[config.mk]
export PLATFORM = sky130hd
export DESIGN_NAME = vga_output_stage
export DESIGN_NICKNAME = d
export VERILOG_FILES = /design/src/rtl/vga_output_stage_pkg.sv /design/src/rtl/tms9918_color_to_rgb.sv /design/src/rtl/vga_output_stage.sv
export SDC_FILE = /design/constraint.sdc
export NUM_CORES = 1
export LEC_CHECK = 0
export BUFFER_PORTS_ARGS = -buffer_cell sky130_fd_sc_hd__buf_4
export CORE_MARGIN = 10
export CORE_UTILIZATION = 40
export DETAILED_ROUTE_END_ITERATION = 12
export PLACE_DENSITY_LB_ADDON = 0.08
export SLEW_MARGIN = 5
export SYNTH_ARGS = -nofsm -noshare
export SYNTH_HDL_FRONTEND = slang
export SYNTH_SLANG_ARGS = --single-unit
[constraint.sdc]
create_clock -name clk -period 2.5 [get_ports clk]
set_input_delay 0.25 -clock clk [delete_from_list [all_inputs] [get_ports clk]]
set_output_delay 0.25 -clock clk [all_outputs]
set_load 0.02 [all_outputs]
[src/rtl/vga_output_stage_pkg.sv]
// Shared constants for the VGA output stage: counter widths, sync pin polarity, TMS9918 palette.
// Latency: n/a (constants only).
// Backpressure: n/a.
package vga_output_stage_pkg;

    localparam int HCNT_W = 11;
    localparam int VCNT_W = 10;

    localparam logic [HCNT_W-1:0] HCNT_MAX = '1;
    localparam logic [VCNT_W-1:0] VCNT_MAX = '1;

    // Syncs arrive active high and leave on the pins active low, so the idle pin level is 1.
    localparam logic SYNC_PIN_IDLE = 1'b1;

    // TMS9918 palette as 12-bit 0xRGB. Index 0 is "transparent" and is shown as black.
    localparam logic [11:0] PALETTE [16] = '{
        12'h000, 12'h000, 12'h2C3, 12'h5D6,
        12'h54F, 12'h76F, 12'hD54, 12'h4EF,
        12'hF54, 12'hF76, 12'hDC3, 12'hDD8,
        12'h3B2, 12'hC5C, 12'hCCC, 12'hFFF
    };

endpackage

[src/rtl/tms9918_color_to_rgb.sv]
// Maps a TMS9918 colour index to 4-bit-per-channel RGB.
// Latency: combinational; the caller registers the result.
// Backpressure: none.
module tms9918_color_to_rgb
    import vga_output_stage_pkg::*;
(
    input  logic [3:0] color,
    output logic [3:0] r,
    output logic [3:0] g,
    output logic [3:0] b
);

    logic [11:0] rgb;

    // Palette lookup split into channels.
    always_comb begin
        rgb = PALETTE[color];
        r   = rgb[11:8];
        g   = rgb[7:4];
        b   = rgb[3:0];
    end

endmodule

[src/rtl/vga_output_stage.sv]
// Final VGA pixel stage: counter-based blanking, active-low syncs, registered RGB/DE, scanline dim.
// Latency: 1 clk_en tick from sync/colour inputs to every pin.
// Backpressure: none; clk_en=0 freezes all state and outputs.
module vga_output_stage
    import vga_output_stage_pkg::*;
#(
    parameter int COLOR_BITS   = 4,
    parameter int H_ACT_START  = 48,
    parameter int H_ACT_LEN    = 600,
    parameter int V_ACT_START  = 35,
    parameter int V_ACT_LEN    = 480,
    parameter bit SCANLINE_DIM = 1'b0
) (
    input  logic                  clk,
    input  logic                  reset,
    input  logic                  clk_en,
    input  logic                  sync_h_in,
    input  logic                  sync_v_in,
    input  logic [3:0]            color_in,
    output logic                  vga_hs_n,
    output logic                  vga_vs_n,
    output logic [COLOR_BITS-1:0] vga_r,
    output logic [COLOR_BITS-1:0] vga_g,
    output logic [COLOR_BITS-1:0] vga_b,
    output logic                  vga_de
);

    // Palette channels are 4 bits; wider pins get the nibble replicated, narrower keep the MSBs.
    localparam int REP = (COLOR_BITS + 3) / 4;

    logic              sync_h_prev_q, sync_h_prev_d;
    logic              sync_v_prev_q, sync_v_prev_d;
    logic [HCNT_W-1:0] hcnt_q, hcnt_d;
    logic [VCNT_W-1:0] vcnt_q, vcnt_d;
    logic              h_rise, v_rise;

    logic                  hs_n_q, hs_n_d;
    logic                  vs_n_q, vs_n_d;
    logic                  de_q, de_d;
    logic [COLOR_BITS-1:0] r_q, r_d, g_q, g_d, b_q, b_d;

    logic [3:0]            pal_r, pal_g, pal_b;
    logic [4*REP-1:0]      r_wide, g_wide, b_wide;
    logic [COLOR_BITS-1:0] r_pix, g_pix, b_pix;
    logic [31:0]           hcnt_ext, vcnt_ext;
    logic                  active, dim_line;

    assign h_rise = sync_h_in & ~sync_h_prev_q;
    assign v_rise = sync_v_in & ~sync_v_prev_q;

    // Edge history and saturating beam counters; vsync rise overrides the line increment.
    always_comb begin
        sync_h_prev_d = sync_h_prev_q;
        sync_v_prev_d = sync_v_prev_q;
        hcnt_d        = hcnt_q;
        vcnt_d        = vcnt_q;
        if (clk_en) begin
            sync_h_prev_d = sync_h_in;
            sync_v_prev_d = sync_v_in;
            if (h_rise) begin
                hcnt_d = '0;
            end else if (hcnt_q != HCNT_MAX) begin
                hcnt_d = hcnt_q + 1'b1;
            end
            if (v_rise) begin
                vcnt_d = '0;
            end else if (h_rise && (vcnt_q != VCNT_MAX)) begin
                vcnt_d = vcnt_q + 1'b1;
            end
        end
    end

    // Counter and sync-history registers.
    always_ff @(posedge clk) begin
        if (reset) begin
            sync_h_prev_q <= 1'b0;
            sync_v_prev_q <= 1'b0;
            hcnt_q        <= '0;
            vcnt_q        <= '0;
        end else begin
            sync_h_prev_q <= sync_h_prev_d;
            sync_v_prev_q <= sync_v_prev_d;
            hcnt_q        <= hcnt_d;
            vcnt_q        <= vcnt_d;
        end
    end

    tms9918_color_to_rgb u_color_to_rgb (
        .color (color_in),
        .r     (pal_r),
        .g     (pal_g),
        .b     (pal_b)
    );

    assign r_wide = {REP{pal_r}};
    assign g_wide = {REP{pal_g}};
    assign b_wide = {REP{pal_b}};
    assign r_pix  = r_wide[4*REP-1 -: COLOR_BITS];
    assign g_pix  = g_wide[4*REP-1 -: COLOR_BITS];
    assign b_pix  = b_wide[4*REP-1 -: COLOR_BITS];

    // Window test uses the counters as they stand this tick, before any sync-rise update.
    assign hcnt_ext = 32'(hcnt_q);
    assign vcnt_ext = 32'(vcnt_q);
    assign active   = (hcnt_ext >= H_ACT_START) && (hcnt_ext < H_ACT_START + H_ACT_LEN) &&
                      (vcnt_ext >= V_ACT_START) && (vcnt_ext < V_ACT_START + V_ACT_LEN);
    assign dim_line = SCANLINE_DIM & vcnt_q[0];

    // Next pin values: inverted syncs, blanked/dimmed colour, DE aligned with colour.
    always_comb begin
        hs_n_d = hs_n_q;
        vs_n_d = vs_n_q;
        de_d   = de_q;
        r_d    = r_q;
        g_d    = g_q;
        b_d    = b_q;
        if (clk_en) begin
            hs_n_d = ~sync_h_in;
            vs_n_d = ~sync_v_in;
            de_d   = active;
            r_d    = '0;
            g_d    = '0;
            b_d    = '0;
            if (active) begin
                r_d = dim_line ? (r_pix >> 1) : r_pix;
                g_d = dim_line ? (g_pix >> 1) : g_pix;
                b_d = dim_line ? (b_pix >> 1) : b_pix;
            end
        end
    end

    // Pin registers.
    always_ff @(posedge clk) begin
        if (reset) begin
            hs_n_q <= SYNC_PIN_IDLE;
            vs_n_q <= SYNC_PIN_IDLE;
            de_q   <= 1'b0;
            r_q    <= '0;
            g_q    <= '0;
            b_q    <= '0;
        end else begin
            hs_n_q <= hs_n_d;
            vs_n_q <= vs_n_d;
            de_q   <= de_d;
            r_q    <= r_d;
            g_q    <= g_d;
            b_q    <= b_d;
        end
    end

    assign vga_hs_n = hs_n_q;
    assign vga_vs_n = vs_n_q;
    assign vga_de   = de_q;
    assign vga_r    = r_q;
    assign vga_g    = g_q;
    assign vga_b    = b_q;

endmodule

* Word-level counts from Yosys, hierarchy flattened
Memory sizes are Yosys's and may differ from the RTL's.
Index checks and enable logic that the tools add are counted.
W data, S select, Z words.
** Storage, ports and cells
- Register bits after elaboration :: 38
- Memory bits (read-only) :: 192
- Bits of input ports :: 9
- Memories kept :: 1
** Memory list
- (no name shown) :: depth 16, bits a word 12, rd ports 1, clocked after memory_dff 0, write ports 0, line tms9918_color_to_rgb.sv:17 : rgb = PALETTE[color];
** Operators by class
- $add $sub $neg :: 2
- Magnitude comparators :: 5
- Eq/ne operators :: 2
- Muxes and demuxes :: 9
- Bitwise operators :: 7
- Reduce and logical (&&, ||, !) cells :: 8
** Operator list (count)
- $mux W12 :: 2
- $mux W11 :: 2
- $mux W10 :: 2
- $mux W4 :: 3
- $add A11 B1 Y11 const B :: 1
- $ge A11 B6 Y1 const B :: 1
- $lt A11 B10 Y1 const B :: 1
- $ne A11 B11 Y1 const B :: 1
- $add A10 B1 Y10 const B :: 1
- $ge A10 B6 Y1 const B :: 1
- $lt A10 B10 Y1 const B :: 1
- $ne A10 B10 Y1 const B :: 1
- $ge A5 B5 Y1 const B :: 1
- $not A4 Y5 :: 1
- $logic_and A1 B1 Y1 :: 4
- $not A1 Y1 :: 4
- $reduce_and A2 Y1 :: 2
- $reduce_bool A2 Y1 :: 2
- $and A1 B1 Y1 :: 2

* Longest topological paths before layout
- Depth after elaboration :: 5
- Gate-level depth with buffers :: 6
- Depth with buffers taken out :: 5

* Hierarchy
Synthesis repeated with hierarchy kept, for this count alone.
** Second synthesis, totals
- Cell total of the unflattened synthesis :: 245
- Area, all modules :: 2192.1 um2
** By module, submodules not included
- vga_output_stage :: instances 1, cells each 190, area each 1795.5 um2, sequential area each 760.7 um2
- tms9918_color_to_rgb :: instances 1, cells each 55, area each 396.6 um2, sequential area each 0.0 um2

* Worst setup path before layout
No wires, ideal clock.
- Path kind :: register -> register
- Start point :: register vcnt_q[0]
- End point :: register b_q[2] (netlist: vga_b[2])
- Library setup time :: 0.087 ns
- Arrival :: 1.747 ns
- Data required time :: 2.413 ns
- Path slack :: 0.666 ns
- Stages on the path, launching flop included :: 7
- Period minus slack after synthesis :: 1.834 ns
- Cell sequence :: dfxtp_1 > ha_1 > or4_4 > o31ai_4 > nand4b_2 > buf_6 > o31ai_1
** On the way
- Cells in the longest elaborated chain, start to end :: 4
- Elaborated cells on any way between the ends :: 5
- Those cells by class :: order compare: 2; mux: 1; reduce/logical: 2
** RTL lines
- from (decl) :: line vga_output_stage.sv:34 : logic [VCNT_W-1:0] vcnt_q, vcnt_d;
- from (signal assigned) :: line vga_output_stage.sv:84 : vcnt_q <= vcnt_d;
- $ge A10 B6 Y1 :: line vga_output_stage.sv:106 : (vcnt_ext >= V_ACT_START) && (vcnt_ext < V_ACT_START + V_ACT_LEN);
- $logic_and A1 B1 Y1 :: line vga_output_stage.sv:105 : assign active = (hcnt_ext >= H_ACT_START) && (hcnt_ext < H_ACT_START + H_ACT_LEN) &&
- $logic_and A1 B1 Y1 (*) :: line vga_output_stage.sv:106
- $mux W4 (*) :: line vga_output_stage.sv:124 : if (active) begin
- to (signal assigned) :: line vga_output_stage.sv:140 : b_q <= '0;
- to (signal assigned) :: line vga_output_stage.sv:147 : b_q <= b_d;
- to (decl) :: line vga_output_stage.sv:40 : logic [COLOR_BITS-1:0] r_q, r_d, g_q, g_d, b_q, b_d;
Mark *: on every way between the ends. The rest lies on a longest branch, timed or not.
A chain may end at the register's enable or synchronous reset.

* Worst setup path after layout
- Start point :: register vcnt_q[0]
- End point :: register g_q[1] (netlist: vga_g[1])
** On the way
- Cells in the longest elaborated chain, start to end :: 4
- Elaborated cells on any way between the ends :: 5
- Those cells by class :: order compare: 2; mux: 1; reduce/logical: 2
** RTL lines
- $ge A10 B6 Y1 :: line vga_output_stage.sv:106
- $logic_and A1 B1 Y1 :: line vga_output_stage.sv:105
- $logic_and A1 B1 Y1 (*) :: line vga_output_stage.sv:106
- $mux W4 (*) :: line vga_output_stage.sv:124
- to (signal assigned) :: line vga_output_stage.sv:146 : g_q <= g_d;
- to (decl) :: line vga_output_stage.sv:40
Marked as above.

==> results.md <==
* CP Class: reg2reg
* Post_cts resized at 0
* Fmax at 0.449 GHz
* Detail Placement HPWL at 3.48 mm
* Synth Register Bits at 38
* Crit-path max FO at 13
* Wire per inst at 14.1 µm
* Worst-path clk slew at 0.08 ns
* Logic pwr share at 0.079
* Port Buffers at 23
* Status: completed
* Register Area at 761 µm²
* Clock Path Buffers at 2
* Die area at 0.00848 mm²
* Slew margin rel. at 0.482
* Clock root buffer: clkbuf_8
* Die height at 92.1 µm
* Distinct cells, synth at 49
* Detailed-route via count at 1823
* Initial DRC count at 103
* Post-synth EDFFs at 0
* TNS Setup at 0 ns
* TritonCTS buffer count at 5
* Worst Hold Depth at 3
* Net Switching at 0.306 mW
* Vias in the first global route at 1805
* Slowest-stage cell, CP: or4_4
* Worst min-delay path class: in2reg
* P_leak at 0.906 nW
* Worst r2r dst: vga_g[1]$_SDFFE_PP0P_
* Clk_lat worst skew at 0.29 ns
* Layout fillers at 521
* Pint at 1.08 mW
* CP max stage delay at 0.45 ns
* Fraction of layout cells with a size suffix above 1 at 0.148
* Commonest non-fill, non-tap cells in the layout: nand2_1, dfxtp_1, buf_4
* Hold_sp: sync_h_in
* Hold_buf cts at 0
* Count of pins over their slew limit at 0
* Routed Wire Length at 4.79 mm
* Worst-path cell chain: ha_1 -> or4_4 -> o31ai_4 -> nand4b_2 -> o41ai_1
* WHS Endpoint: sync_h_prev_q$_SDFFE_PP0P_
* Initial antenna violation count at 0
* Syn. warnings at 0
* Area grow syn2layout at 17.5%
* Routability cong. at 0.807
* RSZ-0062 raised after global routing: no
* Crit path launch type: flop
* Maximum VDD drop at 0.198 mV
* FP Rows at 26
* H-tree Lvls at 2
* DRC errors left at 0
* ANT cells at 0
* Ys async rst share at 0
* Final setup vio count at 0
* Post-DRT Antenna Nets at 0
* Setup Skew at 0.00389 ns
* Initial Utilization at 0.410
* Core Region at 0.00507 mm²
* Switching share of power at 0.221
* Part of the power in the clock network at 0.476
* Worst slew pin tran at 0.774 ns
* Syn_area_per_cell at 8.38 µm²
* Clock sink count at 38
* Buf+Inv Stages, Crit Path at 0
* Post-CTS Setup Inserts at 0
* Reg2Reg Depth at 5
* Cell count after synthesis at 248
* GRT Overall Usage at 0.118
* Reg-to-reg startpoint: vcnt_q[0]$_SDFFE_PP0P_
* Post-route minimum period at 2.23 ns
* Vias per cell at 5.36
* Final Net Count at 288
* DIE WIDTH at 92.1 µm
* Worst EP arrival at 2.42 ns
* Top_reg_cell synth: dfxtp_1
* Final period util at 0.891
* Multi-input gate area at 0.00124 mm²
* R2R Setup Slk at 0.27 ns
* Cell family with most CP delay: simple AND/OR/NAND/NOR gates
* Min setup slack post-route at 0.274 ns
* Sequential share of the synthesized area at 0.366
* Cell Pwr Density at 567 mW/mm²
* IO Pins at 24
* WP data required at 2.69 ns
* First-pass GRT wire length at 8.42 mm
* DP Worst Slack at 0.278 ns
* First-pass DRT Iterations at 4
* Syn nets at 267
* Fin. Hold Viols at 0
* CTS tree: yes
* Gr ovfl total at 0
* Worst setup EP type: flop
* Largest net degree at the start of global routing at 26
* Max Cap Viol at 0
* Sequential share of power at 0.445
* Cell Area, Synth at 0.00208 mm²
## cells in the mapped netlist (all sizes together) (5+ instances only)
master / number / area, µm²
o31ai: 11 / 96.3
nand3: 8 / 40.0
nor2: 11 / 41.3
nor2b: 5 / 31.3
nor3: 7 / 35.0
dfxtp: 38 / 761
or3: 10 / 62.6
a21oi: 19 / 95.1
mux2i: 9 / 90.1
clkbuf: 8 / 30.0
nand2b: 6 / 37.5
o21ai: 9 / 45.0
ha: 10 / 125
nand2: 38 / 143
inv: 9 / 33.8
## layer usage
metal | routed length (µm) | vias up | GRT usage
met3 | 167 | 7 | 0.0342
met2 | 2220 | 26 | 0.192
met4 | 75 | 0 | 0.0437
li1 | - | 949 | -
met5 | 0 | - | 0
met1 | 2330 | 841 | 0.145
## power groups by stage
| stage | Combinational (mW) | Clock, mW | Sequential, mW |
|---|---|---|---|
| final | 0.109 | 0.658 | 0.616 |
| after global routing | 0.124 | 0.694 | 0.618 |
| after CTS | 0.111 | 0.676 | 0.616 |
| after detailed placement | 0.111 | 0 | 0.631 |
| after global placement | 0.111 | 0 | 0.631 |
| after floorplan | 0.0732 | 0 | 0.632 |
## logic make-up (layout without fill, tap and decap cells)
group | after synthesis | after routing | share of synthesized area
and+or+nand+nor | 103 | 103 | 0.256
buffers and inverters | 19 | 41 | 0.0385
muxes | 10 | 10 | 0.0488
xor gates and xnor gates | 4 | 4 | 0.0169
DFF | 38 | 38 | 0.366
AOI/OAI and AO/OA | 64 | 64 | 0.214
adders and majority gates | 10 | 10 | 0.0602
## through the flow
step	cells	utilization	instance area, µm²	total power, mW	hold slack [ns]
floorplan	248	-	2080	0.705	0.410
global placement	332	0.453	2300	0.742	0.436
detailed placement	332	0.453	2300	0.742	0.435
CTS	340	0.481	2440	1.40	0.247
global route	340	0.481	2440	1.44	0.265
finish	340	0.481	2440	1.38	0.259
## flip-flops by register name, summed over array words and instances (netlist names)
| register | cells |
|---|---|
| hcnt_q | 11 |
| sync_h_prev_q | 1 |
| sync_v_prev_q | 1 |
| vcnt_q | 10 |
| vga_b | 4 |
| vga_de | 1 |
| vga_g | 4 |
| vga_hs_n | 1 |
| vga_r | 4 |
| vga_vs_n | 1 |
## worst max-delay path by stage
stage / end / cells past startpoint / slack, ns / startpoint
6_report: vga_g[1]$_SDFFE_PP0P_ / 5 / 0.27 / vcnt_q[0]$_SDFFE_PP0P_
2_1_floorplan: vga_b[2]$_SDFFE_PP0P_ / 6 / 0.67 / vcnt_q[0]$_SDFFE_PP0P_
5_1_grt: vga_g[1]$_SDFFE_PP0P_ / 5 / 0.06 / vcnt_q[0]$_SDFFE_PP0P_
3_5_place_dp: vga_g[1]$_SDFFE_PP0P_ / 5 / 0.28 / vcnt_q[0]$_SDFFE_PP0P_
3_3_place_gp: vga_b[3]$_SDFFE_PP0P_ / 5 / 0.34 / vcnt_q[0]$_SDFFE_PP0P_
4_1_cts: vga_g[1]$_SDFFE_PP0P_ / 5 / 0.25 / vcnt_q[0]$_SDFFE_PP0P_
## layout make-up
type	count	share of cell area
inverters	9	0.0138
clock buffers	6	0.0338
well taps	70	0.0359
flip-flops and latches	38	0.311
clock inverters	2	0.0246
multi-input cells	191	0.507
repair buffers	24	0.0738
## worst reg2reg max path, delay by kind of cell, from the launching register on
family / cells / cell delay [ns]
compound gates: 2 / 0.68
fa+ha+maj: 1 / 0.27
flops: 1 / 0.35
simple gates: 2 / 0.83
(Power assumes the default switching activity.)
